$ cat config.mk
export PLATFORM = sky130hd
export DESIGN_NAME = clk_enable_scheduler
export DESIGN_NICKNAME = d
export VERILOG_FILES = /design/src/rtl/clk_enable_scheduler.sv
export SDC_FILE = /design/constraint.sdc
export NUM_CORES = 1
export LEC_CHECK = 0
export CAP_MARGIN = 20
export CORE_MARGIN = 2
export CORE_UTILIZATION = 45
export CTS_CLUSTER_SIZE = 20
export DETAILED_ROUTE_END_ITERATION = 8
export PLACE_DENSITY_LB_ADDON = 0.05
export REMOVE_ABC_BUFFERS = 1
export SLEW_MARGIN = 20
export SYNTH_ARGS = -nofsm -noshare
export SYNTH_HDL_FRONTEND = slang
export SYNTH_SLANG_ARGS = --single-unit
$ cat constraint.sdc
create_clock -name CLKIN -period 5.7 [get_ports CLKIN]
set_input_delay 0.57 -clock CLKIN [delete_from_list [all_inputs] [get_ports CLKIN]]
set_output_delay 0.57 -clock CLKIN [all_outputs]
set_load 0.005 [all_outputs]
$ cat src/rtl/clk_enable_scheduler.sv
// clk_enable_scheduler
//   Generates a pixel clock enable and a game-tick enable from CLKIN.
//   After a run request the block spends WARMUP_CYC cycles with both
//   enables low, then runs a free-running pixel divider (PIX_DIV) and a
//   programmable tick divider (period_reg).  A new tick period can be
//   offered at any time through a valid/ready handshake; while running it
//   is staged in a shadow register and applied on the next pixel enable so
//   the tick phase restarts cleanly on a pixel boundary.
//
// Ports
//   CLKIN       system clock, all logic on the rising edge
//   aclr_i      asynchronous active-high reset
//   run_en      level request to run the enables
//   cfg_valid   new tick period offered
//   cfg_period  offered tick period in CLKIN cycles (0 behaves as 1)
//   cfg_ready   combinational accept, (IDLE) or (RUN and run_en)
//   pix_ce      registered one-cycle pixel enable
//   tick_ce     registered one-cycle game-tick enable
//   state       IDLE=00, WARMUP=01, RUN=10, RECFG=11
module clk_enable_scheduler #(
  parameter int unsigned PIX_DIV    = 4,
  parameter int unsigned WARMUP_CYC = 16,
  parameter int unsigned TICK_W     = 24,
  parameter int unsigned TICK_RST   = 1666667
) (
  input  logic              CLKIN,
  input  logic              aclr_i,
  input  logic              run_en,
  input  logic              cfg_valid,
  input  logic [TICK_W-1:0] cfg_period,
  output logic              cfg_ready,
  output logic              pix_ce,
  output logic              tick_ce,
  output logic [1:0]        state
);

  localparam int unsigned PIX_W  = (PIX_DIV > 2) ? $clog2(PIX_DIV) : 1;
  localparam int unsigned WARM_W = (WARMUP_CYC < 1) ? 1 : $clog2(WARMUP_CYC + 1);

  localparam logic [PIX_W-1:0]  PIX_LAST  = PIX_W'(PIX_DIV - 1);
  localparam logic [WARM_W-1:0] WARM_LAST = WARM_W'((WARMUP_CYC > 0) ? WARMUP_CYC - 1 : 0);
  localparam logic [TICK_W-1:0] PERIOD_RST = TICK_W'(TICK_RST);

  typedef enum logic [1:0] {
    ST_IDLE   = 2'b00,
    ST_WARMUP = 2'b01,
    ST_RUN    = 2'b10,
    ST_RECFG  = 2'b11
  } state_t;

  state_t             cur_st, st_n;
  logic [WARM_W-1:0]  warm_cnt, warm_n;
  logic [PIX_W-1:0]   pix_cnt, pix_n, pix_wrap;
  logic [TICK_W-1:0]  tick_cnt, tick_n, tick_wrap;
  logic [TICK_W-1:0]  period_reg, period_n;
  logic [TICK_W-1:0]  shadow_reg, shadow_n;
  logic [TICK_W-1:0]  tick_last, tick_last_n;
  logic               pix_ce_n, tick_ce_n;
  logic               cfg_acc;

  assign state = cur_st;

  // Last count value of the tick divider; periods 0 and 1 both mean
  // "every cycle", so the counter simply stays at 0.
  assign tick_last   = (period_reg <= TICK_W'(1)) ? '0 : period_reg - TICK_W'(1);
  assign tick_last_n = (period_n   <= TICK_W'(1)) ? '0 : period_n   - TICK_W'(1);

  assign pix_wrap  = (pix_cnt == PIX_LAST)   ? '0 : pix_cnt + PIX_W'(1);
  assign tick_wrap = (tick_cnt >= tick_last) ? '0 : tick_cnt + TICK_W'(1);

  always_comb begin
    cfg_ready = (cur_st == ST_IDLE) || ((cur_st == ST_RUN) && run_en);
    cfg_acc   = cfg_valid && cfg_ready;

    st_n     = cur_st;
    warm_n   = warm_cnt;
    pix_n    = pix_cnt;
    tick_n   = tick_cnt;
    period_n = period_reg;
    shadow_n = shadow_reg;

    unique case (cur_st)
      ST_IDLE: begin
        warm_n = '0;
        pix_n  = '0;
        tick_n = '0;
        if (cfg_acc) period_n = cfg_period;
        if (run_en)  st_n = ST_WARMUP;
      end

      ST_WARMUP: begin
        if (!run_en) begin
          st_n   = ST_IDLE;
          warm_n = '0;
        end else if (warm_cnt == WARM_LAST) begin
          st_n   = ST_RUN;
          warm_n = '0;
          pix_n  = '0;
          tick_n = '0;
        end else begin
          warm_n = warm_cnt + WARM_W'(1);
        end
      end

      ST_RUN: begin
        if (!run_en) begin
          st_n     = ST_IDLE;
          pix_n    = '0;
          tick_n   = '0;
          shadow_n = '0;
        end else begin
          pix_n  = pix_wrap;
          tick_n = tick_wrap;
          if (cfg_acc) begin
            shadow_n = cfg_period;
            st_n     = ST_RECFG;
          end
        end
      end

      ST_RECFG: begin
        if (!run_en) begin
          // Abort drops the staged period; period_reg keeps its old value.
          st_n     = ST_IDLE;
          pix_n    = '0;
          tick_n   = '0;
          shadow_n = '0;
        end else begin
          pix_n = pix_wrap;
          // Tick divider is frozen until the pixel enable marks the apply
          // cycle; it then restarts from 0 with the new period.
          if (pix_ce) begin
            period_n = shadow_reg;
            shadow_n = '0;
            tick_n   = '0;
            st_n     = ST_RUN;
          end
        end
      end

      default: st_n = ST_IDLE;
    endcase

    // Enables are computed from the next-cycle counter values so they can
    // be registered and still line up with the cycle whose count matches.
    pix_ce_n  = ((st_n == ST_RUN) || (st_n == ST_RECFG)) && (pix_n == PIX_LAST);
    tick_ce_n = (st_n == ST_RUN) && (tick_n == tick_last_n);
  end

  always_ff @(posedge CLKIN or posedge aclr_i) begin
    if (aclr_i) begin
      cur_st     <= ST_IDLE;
      warm_cnt   <= '0;
      pix_cnt    <= '0;
      tick_cnt   <= '0;
      period_reg <= PERIOD_RST;
      shadow_reg <= '0;
      pix_ce     <= 1'b0;
      tick_ce    <= 1'b0;
    end else begin
      cur_st     <= st_n;
      warm_cnt   <= warm_n;
      pix_cnt    <= pix_n;
      tick_cnt   <= tick_n;
      period_reg <= period_n;
      shadow_reg <= shadow_n;
      pix_ce     <= pix_ce_n;
      tick_ce    <= tick_ce_n;
    end
  end

endmodule

==> run metrics <==
Compound-Gate Fraction of Synth Area 17.9%; Post-route DRC 0; synthesized area approximately 6400 sq um; fin area about 7300 sq um; Final Wtd Congestion just under 1; crit path max fanout 7; fin nets ~880; MaxCap Viol Count 0; global-route wire length before repair between 30000 and 40000 um; final core occ 52.5%; Post-DP HPWL about 15000 um; Chip Width 123 um; Die Y roughly 120 um; Syn Inst Count roughly 780; origin of the worst setup path period_reg[5]; Slew HR 47.0%; CP Capture Point tick_ce; Post-Synth Simple-Gate Area 27.4%; mean post-synth cell area between 8 and 9 sq um; number of synthesized flops with an enable pin 0; WP data required between 5 and 6 ns; reg2reg setup slack 0.43 ns; Max VDD drop between 200 and 250 uV; dpl cell area just under 7000 sq um; Reg2Reg Depth 20; root buf cell clkbuf_16; Design Power around 4100 uW; status finished, final reports clean; Pwr Density around 560 nW/um^2; RR Endpoint tick_ce; clock buffer depth 2; initial core utilization a little under half; Post-Synth Adder-Cell Area roughly 7%; Worst Max-Slew Pin Slew between 0.7 and 0.8 ns; most common cell after layout, fill and taps aside nand2_1; most frequent cells in the layout nand2_1 (130), dfrtp_1 (70), o21ai_0 (68), nor2_1 (44), nor3_1 (42); CP Data Arrival Time ~5.5 ns; RR Startpoint period_reg[5]; via/cell ratio 6.01; total gr overflow 0; period utilization between 90 and 100%; xor/xnor cell area share of the yosys netlist 7.42%; gr usage total a little over a quarter; CP Class flip-flop to flip-flop; Pleak between 0.003 and 0.004 uW; # fillers about 1400; max-slew violation count 0; layout cells sized above 1 slightly below 10%; FP Rows between 40 and 50; clock skew 0.0134 ns; register area share after synthesis between 30% and 40%; CTS buffer count 9; number of global-route vias before repair 5766; HP Class flip-flop to flip-flop; mux contribution to synthesized area between 2 and 3%; # setup viols final 0; total vias in the final route approximately 6000; total placed cells including tap cells between 900 and 1000; final std cells w/o fill 997; Yosys warnings 0; H-tree Lvls 3; area grow syn2layout 14.4%; Buffers on Ports 32; Seq cells post-synth a little over 80; TritonCTS clock tree done; Max Freq between 150 and 200 MHz; Worst Setup Start Kind flip-flop; Top Ports 33; largest family of logic cells by synthesized area simple AND/OR/NAND/NOR gates; DRT Wirelength around 19000 um; CP Capture Type flip-flop; Diodes inserted 0; Core Region about 14000 sq um; most common flop cell mapped by yosys dfrtp_1; Initial DRC Count around 520; clock-pin slew on the worst setup and hold paths about 0.070 ns; Final Hold Fails 0; die area 15100 sq um; DRT Pass-1 Iters 7; DRT antenna net count 0; largest net degree at the start of global routing between 80 and 90; drt wl/cell 19.1 um; initial antenna violation count 0; fin crit period ~5.3 ns; clk_lat worst skew between 0.3 and 0.4 ns; setup TNS 0 ns; ys async rst share between 90% and 100%; Clock Sinks between 80 and 90; Netlist cell types 73
-- report_power, final --
| part | switching [uW] | leakage, uW | total, uW | internal (uW) |
|---|---|---|---|---|
| Clock | 249 | 0.000156 | 630 | 381 |
| Combinational | 1570 | 0.00190 | 2590 | 1020 |
| Sequential | 156 | 0.00109 | 892 | 736 |
-- per-stage QoR --
stage,hold slack (ns),setup WS (ns)
after floorplan,0.443,0.0875
after global placement,0.458,0.405
after detailed placement,0.471,0.352
after CTS,0.485,0.331
after global routing,0.507,-0.0305
final,0.484,0.431
-- critical path, cell delays in order, from the launching register on --
cell and delay, ns:
dfstp_2 0.39, or4_1 0.57, nor4_2 0.17, buf_4 0.18, nand3_1 0.17, or2_2 0.38, nor3_1 0.20, xor2_1 0.16
nand2_1 0.07, ha_1 0.29, nand4_1 0.17, nor2_1 0.07, nor4_1 0.27, nand3_1 0.16, or2_1 0.35, or4_1 0.50
a21oi_1 0.25, xor2_1 0.24, o211a_2 0.21, nand4_1 0.11, nor4_2 0.28
-- cell type report --
type	instances	area [sq um]	share of cell area, %
Timing Repair Buffer	56	504	6.92
Clock buffer	10	229	3.14
Inverter	35	133	1.82
Tap cell	180	225	3.09
Sequential cell	83	2090	28.7
Clock inverter	6	80.1	1.10
Multi-Input combinational cell	627	4020	55.2
-- Yosys cell counts (5+ instances only) --
cell      count  area, sq um
nor3_1       42          210
nor4_1       14         87.6
xor2_1       21          184
a21oi_1      28          140
nor3b_1       5         37.5
buf_6         5         56.3
or2_2         6         37.5
a211oi_1      5         37.5
ha_1         35          438
mux2i_1      19          190
o31ai_1       7         52.6
clkbuf_1     21         78.8
o211ai_1     11         82.6
a221o_1       6         60.1
o221ai_1      6         52.6
o21a_1        5         37.5
nand2_1     130          488
xnor2_1      33          289
nor2_1       44          165
and4b_1       6         60.1
o21ai_0      68          340
inv_1        35          131
or3_1         6         37.5
or4_1         7         52.6
dfrtp_1      70         1750
dfstp_2      13          342
nand3_1      25          125
nand4_1      14         87.6
and3_1        5         31.3
nor2b_1       5         31.3
nand2b_1      7         43.8
-- how the worst min path moves through the flow --
| stage | start | to | slack, ns | cells after the start |
|---|---|---|---|---|
| after global placement | shadow_reg[11] | shadow_reg[11] | 0.46 | 2 |
| after CTS | shadow_reg[18] | shadow_reg[18] | 0.48 | 2 |
| final | shadow_reg[18] | shadow_reg[18] | 0.48 | 2 |
| after detailed placement | shadow_reg[18] | shadow_reg[18] | 0.47 | 2 |
| after global routing | warm_cnt[4] | warm_cnt[4] | 0.51 | 1 |
| after floorplan | shadow_reg[1] | shadow_reg[1] | 0.44 | 2 |
-- cell families (layout without fill, tap and decap cells) --
logic type | count (synthesis) | count (layout)
buffers and inverters | 66 | 107
xor gates and xnor gates | 54 | 54
muxes | 19 | 19
AOI/OAI and AO/OA | 177 | 177
adders and majority gates | 35 | 35
and+or+nand+nor | 342 | 342
DFF | 83 | 83
-- timing repair --
action	CTS	global route
gates resized for setup	0	6
endpoints found under the setup margin	0	1
hold buffers	0	0
buffers inserted	0	0
-- metal layers --
metal / routed length, um / GRT usage, % / vias up
met5: 0 / 0 / -
met4: 536 / 10.2 / 0
met3: 998 / 3.23 / 31
met2: 8610 / 42.1 / 200
met1: 8880 / 37.5 / 2877
li1: - / - / 2886
Note: power is estimated with default switching activity, not from simulation.
